<file path="src/rtl/avion_pkg.sv">
// Shared Avion bus constants: widths, MMIO register map, host FSM states, CPU opcodes.
package avion_pkg;

  localparam int ADDRESS_WIDTH = 6;
  localparam int DATA_WIDTH    = 10;
  localparam int OPCODE_WIDTH  = 4;

  localparam logic [ADDRESS_WIDTH-1:0] ADDR_LED = 6'd60;
  localparam logic [ADDRESS_WIDTH-1:0] ADDR_SW  = 6'd61;
  localparam logic [ADDRESS_WIDTH-1:0] ADDR_CYC = 6'd62;
  localparam logic [ADDRESS_WIDTH-1:0] ADDR_WRC = 6'd63;

  typedef enum logic [2:0] {
    H_IDLE,
    H_HOLD,
    H_ACCESS,
    H_ACK,
    H_WAITLOW
  } host_state_t;

  localparam logic [OPCODE_WIDTH-1:0] OP_LOD = 4'h1;
  localparam logic [OPCODE_WIDTH-1:0] OP_STO = 4'h2;
  localparam logic [OPCODE_WIDTH-1:0] OP_ADD = 4'h3;
  localparam logic [OPCODE_WIDTH-1:0] OP_SUB = 4'h4;
  localparam logic [OPCODE_WIDTH-1:0] OP_JMP = 4'h5;
  localparam logic [OPCODE_WIDTH-1:0] OP_JZ  = 4'h6;
  localparam logic [OPCODE_WIDTH-1:0] OP_HLT = 4'hF;

  // Instruction word is {opcode, operand address}.
  function automatic logic [DATA_WIDTH-1:0] avion_instr(
    input logic [OPCODE_WIDTH-1:0] op,
    input logic [ADDRESS_WIDTH-1:0] addr
  );
    return {op, addr};
  endfunction

endpackage

</file>
<file path="src/rtl/avion_sync2.sv">
// Two-flop synchronizer for asynchronous level inputs.
module avion_sync2 #(
  parameter int WIDTH = 1
) (
  input  logic             clk,
  input  logic             rst,
  input  logic [WIDTH-1:0] d,
  output logic [WIDTH-1:0] q
);

  logic [WIDTH-1:0] meta;

  always_ff @(posedge clk or negedge rst) begin
    if (!rst) begin
      meta <= '0;
      q    <= '0;
    end else begin
      meta <= d;
      q    <= meta;
    end
  end

endmodule

</file>
<file path="src/rtl/avion_mem_responder.sv">
// Avion memory target: CPU RAM + MMIO registers, with a host load/dump port
// that freezes the CPU via o_cpu_hold while it owns the memory.
module avion_mem_responder #(
  parameter int ADDRESS_WIDTH = avion_pkg::ADDRESS_WIDTH,
  parameter int DATA_WIDTH    = avion_pkg::DATA_WIDTH,
  parameter int DEPTH         = 64,
  parameter int MMIO_BASE     = 60,
  parameter int HOLD_CYCLES   = 2
) (
  input  logic                     clk,
  input  logic                     rst,
  input  logic                     i_we,
  input  logic [ADDRESS_WIDTH-1:0] i_addr,
  input  logic [DATA_WIDTH-1:0]    i_ram_data_in,
  output logic [DATA_WIDTH-1:0]    o_ram_data_out,
  input  logic                     h_req,
  input  logic                     h_we,
  input  logic [ADDRESS_WIDTH-1:0] h_addr,
  input  logic [DATA_WIDTH-1:0]    h_wdata,
  output logic                     h_ack,
  output logic [DATA_WIDTH-1:0]    h_rdata,
  output logic                     o_cpu_hold,
  input  logic [DATA_WIDTH-1:0]    i_switches,
  output logic [DATA_WIDTH-1:0]    o_leds
);
  import avion_pkg::*;

  localparam int HCW = (HOLD_CYCLES > 1) ? $clog2(HOLD_CYCLES) : 1;
  localparam logic [ADDRESS_WIDTH-1:0] A_RAM_END = ADDRESS_WIDTH'(MMIO_BASE);
  localparam logic [ADDRESS_WIDTH-1:0] A_LED = ADDRESS_WIDTH'(MMIO_BASE);
  localparam logic [ADDRESS_WIDTH-1:0] A_SW  = ADDRESS_WIDTH'(MMIO_BASE + 1);
  localparam logic [ADDRESS_WIDTH-1:0] A_CYC = ADDRESS_WIDTH'(MMIO_BASE + 2);
  localparam logic [ADDRESS_WIDTH-1:0] A_WRC = ADDRESS_WIDTH'(DEPTH - 1);

  logic [DATA_WIDTH-1:0] ram [MMIO_BASE];

  host_state_t               state;
  logic [HCW-1:0]            hold_cnt;
  logic                      lat_we;
  logic [ADDRESS_WIDTH-1:0]  lat_addr;
  logic [DATA_WIDTH-1:0]     lat_wdata;
  logic [DATA_WIDTH-1:0]     cyc_cnt;
  logic [DATA_WIDTH-1:0]     wr_cnt;
  logic [DATA_WIDTH-1:0]     sw_sync;

  logic                      host_slot;
  logic                      cpu_slot;
  logic [ADDRESS_WIDTH-1:0]  acc_addr;
  logic                      acc_we;
  logic                      acc_ram;
  logic [DATA_WIDTH-1:0]     acc_wdata;
  logic [DATA_WIDTH-1:0]     acc_rdata;

  avion_sync2 #(.WIDTH(DATA_WIDTH)) u_sw_sync (
    .clk (clk),
    .rst (rst),
    .d   (i_switches),
    .q   (sw_sync)
  );

  // Single access port: the CPU owns it in IDLE, the host only in ACCESS;
  // every other state leaves memory and o_ram_data_out untouched.
  always_comb begin
    host_slot = (state == H_ACCESS);
    cpu_slot  = (state == H_IDLE);
    acc_addr  = host_slot ? lat_addr  : i_addr;
    acc_wdata = host_slot ? lat_wdata : i_ram_data_in;
    acc_we    = host_slot ? lat_we    : (cpu_slot & i_we);
    acc_ram   = (acc_addr < A_RAM_END);
    acc_rdata = '0;
    if (acc_ram) begin
      acc_rdata = ram[acc_addr];
    end else begin
      case (acc_addr)
        A_LED:   acc_rdata = o_leds;
        A_SW:    acc_rdata = sw_sync;
        A_CYC:   acc_rdata = cyc_cnt;
        A_WRC:   acc_rdata = wr_cnt;
        default: acc_rdata = '0;
      endcase
    end
  end

  always_ff @(posedge clk) begin
    if (acc_we && acc_ram) ram[acc_addr] <= acc_wdata;
  end

  always_ff @(posedge clk or negedge rst) begin
    if (!rst) begin
      cyc_cnt        <= '0;
      wr_cnt         <= '0;
      o_leds         <= '0;
      o_ram_data_out <= '0;
    end else begin
      cyc_cnt <= cyc_cnt + 1'b1;
      if (acc_we && acc_ram && (wr_cnt != '1)) wr_cnt <= wr_cnt + 1'b1;
      if (acc_we && (acc_addr == A_LED))        o_leds <= acc_wdata;
      if (cpu_slot)                             o_ram_data_out <= acc_rdata;
    end
  end

  always_ff @(posedge clk or negedge rst) begin
    if (!rst) begin
      state      <= H_IDLE;
      hold_cnt   <= '0;
      lat_we     <= 1'b0;
      lat_addr   <= '0;
      lat_wdata  <= '0;
      o_cpu_hold <= 1'b0;
      h_ack      <= 1'b0;
      h_rdata    <= '0;
    end else begin
      h_ack <= 1'b0;
      case (state)
        H_IDLE: begin
          if (h_req) begin
            lat_we     <= h_we;
            lat_addr   <= h_addr;
            lat_wdata  <= h_wdata;
            hold_cnt   <= '0;
            o_cpu_hold <= 1'b1;
            state      <= H_HOLD;
          end
        end
        H_HOLD: begin
          if (hold_cnt == HCW'(HOLD_CYCLES - 1)) state <= H_ACCESS;
          else                                   hold_cnt <= hold_cnt + 1'b1;
        end
        H_ACCESS: begin
          h_ack   <= 1'b1;
          h_rdata <= lat_we ? lat_wdata : acc_rdata;
          state   <= H_ACK;
        end
        H_ACK: state <= H_WAITLOW;
        H_WAITLOW: begin
          if (!h_req) begin
            o_cpu_hold <= 1'b0;
            state      <= H_IDLE;
          end
        end
        default: state <= H_IDLE;
      endcase
    end
  end

endmodule

</file>
<file path="config.mk">
export PLATFORM = sky130hd
export DESIGN_NAME = avion_mem_responder
export DESIGN_NICKNAME = d
export VERILOG_FILES = /design/src/rtl/avion_pkg.sv /design/src/rtl/avion_sync2.sv /design/src/rtl/avion_mem_responder.sv
export SDC_FILE = /design/constraint.sdc
export NUM_CORES = 1
export LEC_CHECK = 0
export CAP_MARGIN = 20
export CORE_AREA = 3 3 225 227
export CTS_BUF_LIST = sky130_fd_sc_hd__clkbuf_2 sky130_fd_sc_hd__clkbuf_4 sky130_fd_sc_hd__clkbuf_8
export CTS_CLUSTER_DIAMETER = 150
export DETAILED_ROUTE_END_ITERATION = 10
export DIE_AREA = 0 0 228 230
export PLACE_DENSITY_LB_ADDON = 0.25
export SYNTH_ARGS = -nofsm -noshare
export SYNTH_HDL_FRONTEND = slang
export SYNTH_SLANG_ARGS = --single-unit
</file>
<file path="constraint.sdc">
create_clock -name clk -period 4.14 [get_ports clk]
set_input_delay 1.035 -clock clk [delete_from_list [all_inputs] [get_ports clk]]
set_output_delay 1.035 -clock clk [all_outputs]
set_load 0.01 [all_outputs]
</file>
==> summary.md <==
| Metric | Value |
|---|---|
| GRT Util Overall | `0.271` |
| Worst setup EP type | `register` |
| Sw power | `around 0.006 W` |
| Tmin final | `3.93 ns` |
| Crit path from | `state[1]` |
| Synthesized cell area | `0.0267 mm2` |
| Async set or reset register ratio after synthesis | `0.134` |
| Starting Density | `0.546` |
| Max-slew violations | `0` |
| Multi-input logic area | `0.00583 mm2` |
| Clock Sinks | `around 690` |
| Clock Latency Late Sink | `about 0.70 ns` |
| Cts repair resizes | `0` |
| Initial antenna violation count | `2` |
| DP HPWL | `approximately 46,000 um` |
| Global-route wire length before repair | `between 100,000 and 150,000 um` |
| Die area | `about 0.052 mm2` |
| Routed Antenna Nets | `0` |
| Die W | `228 um` |
| CORE AREA | `0.0488 mm2` |
| Pleak | `between 10 and 15 nW` |
| Max clock buf depth | `3` |
| Sw Ratio | `0.310` |
| Crit path DAT | `around 4.5 ns` |
| Root buf cell | `clkbuf_8` |
| Max cap viols | `0` |
| Synth cell types | `50` |
| Vias per cell | `6.43` |
| Net count, final | `1,898` |
| Clock Skew | `roughly 0.018 ns` |
| Via Count | `roughly 17,000` |
| CP Launch Type | `register` |
| Period utilization | `0.949` |
| Layout fillers | `3,462` |
| Hold_sp | `u_sw_sync.meta[5]` |
| Slew headroom | `0.219` |
| Power per Cell Area | `slightly above 600 mW/mm2` |
| Register area | `approximately 0.02 mm2` |
| Largest register FFs | `600` |
| Status | `completed` |
| Worst path max stage delay | `0.62 ns` |
| Total global routing overflow | `0` |
| Clock group share of total power | `0.280` |
| Part of the power in registers | `0.467` |
| Setup TNS | `0 ns` |
| Synth Warn # | `0` |
| Worst-Margin Slew | `between 1 and 1.5 ns` |
| Hold Path Class | `reg2reg` |
| Routed len/inst | `around 28 um` |
| Seq cells post-synth | `between 600 and 700` |
| WS Path Type | `reg2reg` |
| Area leader, netlist | `edfxtp_1` |
| FMAX | `approximately 0.25 GHz` |
| Final wirelength | `~70,000 um` |
| Top-Level Pins | `79` |
| Die Ht | `between 200 and 250 um` |
| Worst EP required | `roughly 4.7 ns` |
| Hold-fix buffers, CTS | `0` |
| Post-route DRC | `0` |
| IO buf count | `78` |
| Inserted Clock Buffers | `about 110` |
| Synth area leaders | `edfxtp_1 68%, dfrtp_1 8.7%, a22oi_1 3.9%, a221oi_1 2.8%, a221o_1 1.5%` |
| CP max-delay cell | `or4_1` |
| Top reg by flops | `ram` |
| Drt pass-1 iters | `6` |
| Vias in the first global route | `16,100` |
| Clk slew on worst S/H paths | `about 0.06 ns` |
| Number of synthesized flops with an enable pin | `600` |
| Synth Instances | `between 1,500 and 2,000` |
| Logic pwr share | `0.254` |
| Critical-path cell list | `or3b_2 > buf_4 > buf_4 > mux2i_4 > buf_12 > a22o_1 > a221oi_1 > a31oi_1 > or4_1 > nor3_2 > o31ai_1` |
| Final-report hold violation count | `0` |
| Post-Syn Area per Cell | `approximately 16 um2` |
| Post-CTS Repair Setup Buffers | `0` |
| Worst Path Max Fanout | `33` |
| Final setup fails | `0` |
| Cell-internal power | `0.0132 W` |
| Total Power | `~0.019 W` |
| Iter 0 DRT Violations | `2,137` |
| Most frequent CP cell | `buf_4` |
| FF-to-FF Start | `state[1]` |
| Routability congestion estimate from global placement | `around 0.9` |
| RSZ-0062 raised after global routing | `false` |
| Pin count of the biggest net entering global routing | `75` |
| Worst VDD drop | `roughly 0.26 mV` |
| Synth Flop Type | `edfxtp_1` |
| Share of cells above drive strength 1 | `0.204` |
| H-tree depth | `3` |
| Cell Rows | `slightly above 80` |
| Register area share after synthesis | `0.763` |
| Synth top area share | `0.676` |
| TritonCTS clock tree | `built` |
| Synthesis-to-layout area growth | `17.2%` |
| Syn nets | `approximately 1,700` |
[layout by cell type, fill, tap and decap left out, types with 17 or more instances in the layout]
master and instances:
nand2_1 94, nor2_1 79, mux2i_1 22, dfrtp_1 93
nand2b_1 17, a221oi_1 86, a221o_1 40, buf_12 19
o31ai_1 23, clkinv_1 23, clkbuf_8 110, buf_4 132
mux2_2 31, a21oi_1 17, a22oi_1 140, a31oi_1 54
clkbuf_4 39, clkdlybuf4s50_1 77, edfxtp_1 600, a22o_1 30
nand3_1 21
[metal layers]
layer  share of wire  GRT usage  up-vias
met5         0.00015          0        -
li1                -          -     7051
met2            0.46      0.416     1069
met4           0.040      0.114        2
met3            0.11     0.0634      163
met1            0.39      0.378     8371
[power by group through the flow]
| stage | Sequential, W | Clock, W | Combinational (W) |
|---|---|---|---|
| 4_1_cts | 0.00890 | 0.00540 | 0.00479 |
| 5_1_grt | 0.00895 | 0.00574 | 0.00511 |
| 3_3_place_gp | 0.00903 | 0 | 0.00468 |
| 2_1_floorplan | 0.00898 | 0 | 0.00255 |
| 6_report | 0.00891 | 0.00534 | 0.00484 |
| 3_5_place_dp | 0.00904 | 0 | 0.00478 |
[cell families after synthesis]
logic type               after synthesis  share of synthesized area
XOR/XNOR                              16                    0.00526
adder cells (fa/ha/maj)                2                   0.000939
flip-flops                           693                      0.763
AND/OR/NAND/NOR                      286                     0.0520
buffers and inverters                121                     0.0220
multiplexers                          66                     0.0284
AO/OA/AOI/OAI                        434                      0.128
[cell type report]
type,count,area share
sequential,693,0.651
multi-input combinational,804,0.187
timing repair buffer,235,0.0711
clock buffer,149,0.0578
tap,664,0.0266
clock inverter,36,0.00549
inverter,10,0.00120
antenna,1,0.0000801
[Yosys cell counts (3+ instances only)]
library cell,n
a21oi_1,17
a221o_1,40
a221oi_1,86
a221oi_2,3
a22o_1,30
a22oi_1,140
a31oi_1,54
and3_1,16
buf_1,12
buf_2,33
buf_4,7
buf_6,7
clkbuf_1,51
dfrtp_1,93
edfxtp_1,600
inv_1,10
mux2_2,31
mux2_4,4
mux2i_1,28
nand2_1,104
nand2b_1,17
nand3_1,21
nand3b_1,8
nor2_1,79
nor3_1,6
nor3b_1,8
nor4_2,8
o211a_1,10
o21ai_0,9
o22a_1,5
o22ai_1,10
o31ai_1,23
or2_2,3
or3_1,4
or4_1,7
xnor2_1,12
xor2_1,4
[worst paths after layout]
| kind | endpoint | cells past startpoint | slack, ns |
|---|---|---|---|
| setup / recovery | h_rdata[1] | 11 | 0.21 |
| hold / removal | u_sw_sync.q[5] | 0 | 0.35 |
| setup reg to reg | h_rdata[1] | 11 | 0.21 |
| hold reg to reg | u_sw_sync.q[5] | 0 | 0.35 |
| max in group asynchronous | wr_cnt[3] | 2 | 2.81 |
| min in group asynchronous | lat_addr[2] | 1 | 0.46 |
[metrics by stage]
stage	setup slack, ns	hold WS (ns)	utilization	cells	area [um2]
5_1_grt	0.0688	0.351	0.640	2591	31200
6_report	0.211	0.345	0.640	2592	31200
3_3_place_gp	-0.0697	0.334	0.597	2394	29100
4_1_cts	0.236	0.347	0.638	2583	31200
3_5_place_dp	-0.104	0.335	0.598	2398	29200
2_1_floorplan	0.525	0.331	-	1618	26700
[critical path, delay by kind of cell, from the launching register on]
family | cells | cell delay (ns)
buffers and inverters | 3 | 0.72
muxes | 1 | 0.23
and+or+nand+nor | 3 | 1.50
AOI/OAI and AO/OA | 4 | 0.80
DFF | 1 | 0.48
No activity file was read; power rests on OpenSTA's default activity.
